`src/rtl/toggle_event_decoder.sv`:
```
// ---------------------------------------------------------------------------
// toggle_event_decoder
//
// Receiving end of a toggle-encoded event line. Every level change on t_in is
// one event. Events are queued in a saturating pending counter, offered one at
// a time on a valid/ready handshake, and each accepted event is returned as a
// single toggle on ack_t.
//
// Configuration macro:
//   TOGGLE_DEC_SYNC_EN  defined   : two-flop synchronizer on t_in (async source),
//                                   event latency 3 edges.
//                       undefined : t_in used directly (must be synchronous to
//                                   clk), event latency 1 edge.
//
// Parameters:
//   CW         pending-counter width; queue depth is 2^CW-1 events.
//
// Ports:
//   clk        in   single clock, rising edge
//   rst        in   asynchronous, active-high reset
//   t_in       in   toggle-encoded event line
//   evt_ready  in   consumer ready; accept = evt_valid & evt_ready
//   evt_valid  out  at least one event pending (decoded from the counter)
//   ack_t      out  acknowledge toggle, flips once per accepted event
//   pending    out  number of queued events
//   overflow   out  sticky: an event was dropped while the queue was full
// ---------------------------------------------------------------------------
module toggle_event_decoder #(
  parameter int CW = 4
) (
  input  logic          clk,
  input  logic          rst,
  input  logic          t_in,
  input  logic          evt_ready,
  output logic          evt_valid,
  output logic          ack_t,
  output logic [CW-1:0] pending,
  output logic          overflow
);

  localparam logic [CW-1:0] PENDING_FULL = '1;

  // Synchronized view of t_in.
  logic s2;

`ifdef TOGGLE_DEC_SYNC_EN
  logic s1_q;
  logic s2_q;

  // NOTE: sequential state is always written with non-blocking assignments so
  // every flop samples the pre-edge value of its source (s2_q gets old s1_q).
  always_ff @(posedge clk or posedge rst) begin
    if (rst) begin
      s1_q <= 1'b0;
      s2_q <= 1'b0;
    end else begin
      s1_q <= t_in;
      s2_q <= s1_q;
    end
  end

  assign s2 = s2_q;
`else
  assign s2 = t_in;
`endif

  // Reference level: previous synchronized value of the line. Resetting it to
  // 0 makes a line held high across reset release count as exactly one event.
  logic t_ref_q;

  logic          detect;
  logic          accept;
  logic [CW-1:0] pending_q;
  logic [CW-1:0] pending_d;
  logic          overflow_q;
  logic          overflow_d;
  logic          ack_q;
  logic          ack_d;

  assign detect    = s2 ^ t_ref_q;
  // evt_valid comes only from the registered counter, never from t_in.
  assign evt_valid = (pending_q != '0);
  assign accept    = evt_valid & evt_ready;

  // NOTE: every variable assigned in this block gets a default first, so no
  // path leaves it unassigned and no latch is inferred.
  always_comb begin
    pending_d  = pending_q;
    overflow_d = overflow_q;
    ack_d      = ack_q ^ accept;

    if (detect && !accept) begin
      if (pending_q == PENDING_FULL) begin
        // Event lost: counter saturates, flag it.
        overflow_d = 1'b1;
      end else begin
        pending_d = pending_q + 1'b1;
      end
    end else if (!detect && accept) begin
      pending_d = pending_q - 1'b1;
    end
    // detect && accept: one in, one out -- count unchanged even when full.
  end

  always_ff @(posedge clk or posedge rst) begin
    if (rst) begin
      t_ref_q    <= 1'b0;
      pending_q  <= '0;
      overflow_q <= 1'b0;
      ack_q      <= 1'b0;
    end else begin
      t_ref_q    <= s2;
      pending_q  <= pending_d;
      overflow_q <= overflow_d;
      ack_q      <= ack_d;
    end
  end

  assign pending  = pending_q;
  assign overflow = overflow_q;
  assign ack_t    = ack_q;

endmodule

```
`config.mk`:
```
export PLATFORM = sky130hd
export DESIGN_NAME = toggle_event_decoder
export DESIGN_NICKNAME = d
export VERILOG_FILES = /design/src/rtl/toggle_event_decoder.sv
export SDC_FILE = /design/constraint.sdc
export NUM_CORES = 1
export LEC_CHECK = 0
export BUFFER_PORTS_ARGS = -buffer_cell sky130_fd_sc_hd__buf_2
export CAP_MARGIN = 20
export CORE_AREA = 2 2 39 41
export CTS_CLUSTER_SIZE = 20
export DETAILED_ROUTE_END_ITERATION = 16
export DIE_AREA = 0 0 41 43
export PLACE_DENSITY_LB_ADDON = 0.2
export SYNTH_ARGS = -nofsm -noshare
export SYNTH_HDL_FRONTEND = slang
export SYNTH_SLANG_ARGS = --single-unit
```
`constraint.sdc`:
```
create_clock -name clk -period 2.62 [get_ports clk]
set_input_delay 0.393 -clock clk [delete_from_list [all_inputs] [get_ports clk]]
set_output_delay 0.393 -clock clk [all_outputs]
set_load 0.03 [all_outputs]
```
== Word level (Yosys, flattened, before mapping) ==
Index checks and enable logic that the tools add are counted.
Storage, ports and cells
  bits in registers: 7
Operators by class
  bitwise operators: 3
  eq/ne operators: 2
  $add $sub $neg: 2
  reductions and logical operators: 8
  mux-type cells: 3
Operators with widths (number)
  $mux 4: 3
  $add 4x1->4 const B: 1
  $eq 4x4->1 const B: 1
  $reduce_and 2->1: 2
  $reduce_bool 4->1: 1
  $sub 4x1->4 const B: 1
  $logic_and 1x1->1: 2
  $logic_not 1->1: 2
  $ne 2x2->1 const B: 1
  $reduce_bool 2->1: 1
  $xor 1x1->1: 2
  $and 1x1->1: 1

== Logic depth before layout (Yosys ltp) ==
  depth in word-level cells: 6
  depth in mapped cells: 7
  depth with buffers taken out: 7

== Worst setup path after synthesis ==
OpenSTA, ideal clock, no wires.
  path type: register to register
  from: register pending_q[3] (netlist: pending[3])
  to: register pending_q[3] (netlist: pending[3])
  cell stages (with the launch flop): 8
  arrival: 2.177 ns
  path slack: 0.362 ns
  required time: 2.539 ns
  path buffers: 0
  cell sequence: dfrtp_1 o41ai_2 nand2_1 ha_1 a21o_1 a21oi_1 mux2i_1 xor2_1
On the way
  cells in the longest elaborated chain, start to end: 6
Ends and longest elaborated chain
  start: declaration: line 73  | logic [CW-1:0] pending_q;
  start signal: assignment: line 113  | pending_q <= pending_d;
  $reduce_bool 4->1: line 82  | assign evt_valid = (pending_q != '0);
  $and 1x1->1: line 83  | assign accept = evt_valid & evt_ready;
  $logic_not 1->1: line 92  | if (detect && !accept) begin
  $logic_and 1x1->1: line 92
  $ne 2x2->1 (no line) or $reduce_bool 2->1 (tied branches)
  $reduce_and 2->1 (no line)
Parallel ways exist; a longest one is shown, timed or not. The select of a mux whose other input is x is not followed.
A chain may end at the register's enable or synchronous reset.

== Final worst setup path ==
Same ends and word-level chain as after synthesis.

==> results_dict.tcl <==
set metrics [dict create \
    worst_slack_ns 0.4667 \
    cp-start-kind "flop" \
    finalNetCount 52 \
    synth_fa_ha_area_share_pct 12.08 \
    gp_congestion 0.6992 \
    io_buffers 10 \
    rows 14 \
    grt_max_degree 8 \
    grt_pass1_vias 310 \
    status "completed" \
    synth_top_area_cell "dfrtp_1" \
    final_cell_mix "buf_2 (10), dfrtp_1 (7), xor2_1 (4), clkbuf_4 (3)" \
    vias_per_cell 4.650 \
    relSlewSlack_pct 79.79 \
    syn_inst 29 \
    holdWs_ns 0.06891 \
    dieArea_sq_um 1763 \
    numCtsBuffers 3 \
    antenna_found_initial 0 \
    yosysUniqueCellTypes 18 \
    finalClockSkew_ns 0.001974 \
    core-area_sq_um 1384 \
    synth_top_cell_area_share_pct 46.98 \
    cap_violations 0 \
    cts-htree-levels 1 \
    synth_xor_area_share_pct 11.74 \
    clk_pin_slew_worst_paths_ns 0.05 \
    fin_area_sq_um 476.7 \
    rsz0062_at_grt "no" \
    start_util_pct 26.94 \
    syn_nets 36 \
    multiInputGateArea_sq_um 193.9 \
    clkSinkCount 7 \
    power.density_nw_per_um2 1368 \
    postCtsSetupBuffers 0 \
    wl_per_cell_microns 11.52 \
    synth_top_family_by_area "adder cells" \
    drtIter0Drc 1 \
    cts_resized 0 \
    postPlaceCellArea_sq_um 450.4 \
    worst_pin_slew_ns 0.2998 \
    netlist_top_cells_area "dfrtp_1 (47%), xor2_1 (9.4%), ha_1 (6.7%), mux2_1 (6.0%), fa_1 (5.4%)" \
    setup_tns_ns 0 \
    syn_area_sq_um 372.9 \
    cts_buffer_depth 2 \
    dr_total_vias 279 \
    drt_wl_total_microns 691 \
    ios 11 \
    max_freq_ghz 0.4644 \
    antenna_left 0 \
    path_max_fanout 5 \
    p_leak_nw 0.2243 \
    synth_simple_gate_area_share_pct 9.732 \
    diodes 0 \
    required_ns 2.79 \
    die_w_microns 41 \
    mostFrequentLayoutCell "buf_2" \
    final.period_utilization_pct 82.19 \
    grt_pass1_wl_microns 1242 \
    setup_violations 0 \
    drive_above_1_share_pct 38.64 \
    slew_violations 0 \
    firstDrtPassIters 2 \
    hold_viol 0 \
    ctsHoldBuffers 0 \
    path_class "reg2reg" \
    grt_usage_pct 10.89 \
    grt-ovfl-total 0 \
    period_needed_ns 2.153 \
    hold_path.class "in2async" \
    cts_tree "built" \
    die_h_microns 43 \
    ys.warnings.count 0 \
    register_area_sq_um 175.2 \
    place_ws_ns 0.4648 \
    synth_compound_area_share_pct 9.732 \
    ys_ff_latch 7 \
    cts_root_buffer "clkbuf_4" \
    fillers 148 \
    areaGrowthSynthToFinish_pct 27.85 \
    clk_latency_ns 0.24 \
    seq_area_frac_synth_pct 46.98 \
    irDropWorstVdd_v 0.0005899 \
    fin_util_pct 34.45 \
    crit_arrival_ns 2.32 \
    post-dp-hpwl_microns 535.1 \
    synth.avg_cell_area_sq_um 12.86 \
    endpoint_kind "flop" \
    drc 0 \
    synthMuxAreaShare_pct 8.725 \
]
## power by group
part | switching [W] | internal (W) | total, W | leakage (nW)
clock | 0.0000372 | 0.0000579 | 0.0000951 | 0.0150
combinational | 0.000195 | 0.000131 | 0.000325 | 0.129
sequential | 0.0000740 | 0.000158 | 0.000232 | 0.0803
total | 0.000306 | 0.000346 | 0.000652 | 0.224
## metrics by stage
stage               total power, W  instances
floorplan                0.0004646         29
global placement         0.0005526         56
detailed placement       0.0005629         56
CTS                      0.0006645         60
global route             0.0007155         60
finish                   0.0006520         60
## metal layers
metal	global-route usage (%)	up-vias	part of all wire, %
li1	-	133	-
met1	13.42	133	44
met2	14.37	11	47
met3	3.141	2	7.2
met4	10.00	0	1.4
met5	0	-	0
## area by class of cell
class                   instances  area share [%]
multi-input cells              21           40.68
inverters                       1          0.7874
clock buffers                   4           5.512
flip-flops and latches          7           36.75
well taps                      16           4.199
repair buffers                 11           12.07
## worst paths after layout
path / startpoint / to / slack (ns) / cells past startpoint
worst min-delay path: rst / overflow / 0.07 / 2
max in group asynchronous: rst / pending[0] / 2.33 / 2
worst min register to register: overflow / overflow / 0.47 / 1
min in group clk: t_in / t_ref_q / 0.28 / 1
worst max-delay path: pending[3] / pending[3] / 0.47 / 7
worst max register to register: pending[3] / pending[3] / 0.47 / 7
## state kept, by name, summed over array words and instances, names as in the netlist
name / flops
overflow: 1
t_ref_q: 1
ack_t: 1
pending: 4
## worst max-delay path: stages (launching register included)
cell     delay, ns
dfrtp_1       0.43
o41ai_2       0.41
nand2_1       0.21
ha_1          0.31
a21o_1        0.17
a21oi_1       0.16
mux2i_1       0.23
xor2_1        0.16
## cell families (layout without fill, tap and decap cells)
kind of cell,count (synthesis),count (layout)
flip-flops,7,7
XOR/XNOR,5,5
buffers and inverters,1,16
multiplexers,3,3
AO/OA/AOI/OAI,4,4
adder cells (fa/ha/maj),3,3
AND/OR/NAND/NOR,6,6
## cell usage after synthesis
| library cell | instances |
|---|---|
| a21o_1 | 1 |
| a21oi_1 | 1 |
| dfrtp_1 | 7 |
| fa_1 | 1 |
| ha_1 | 2 |
| inv_1 | 1 |
| mux2_1 | 2 |
| mux2i_1 | 1 |
| nand2_1 | 1 |
| nand2_2 | 1 |
| nand3_1 | 1 |
| nand4_1 | 1 |
| o21bai_1 | 1 |
| o41ai_2 | 1 |
| or2_1 | 1 |
| or4_2 | 1 |
| xnor2_1 | 1 |
| xor2_1 | 4 |
No activity file was read; power rests on OpenSTA's default activity.
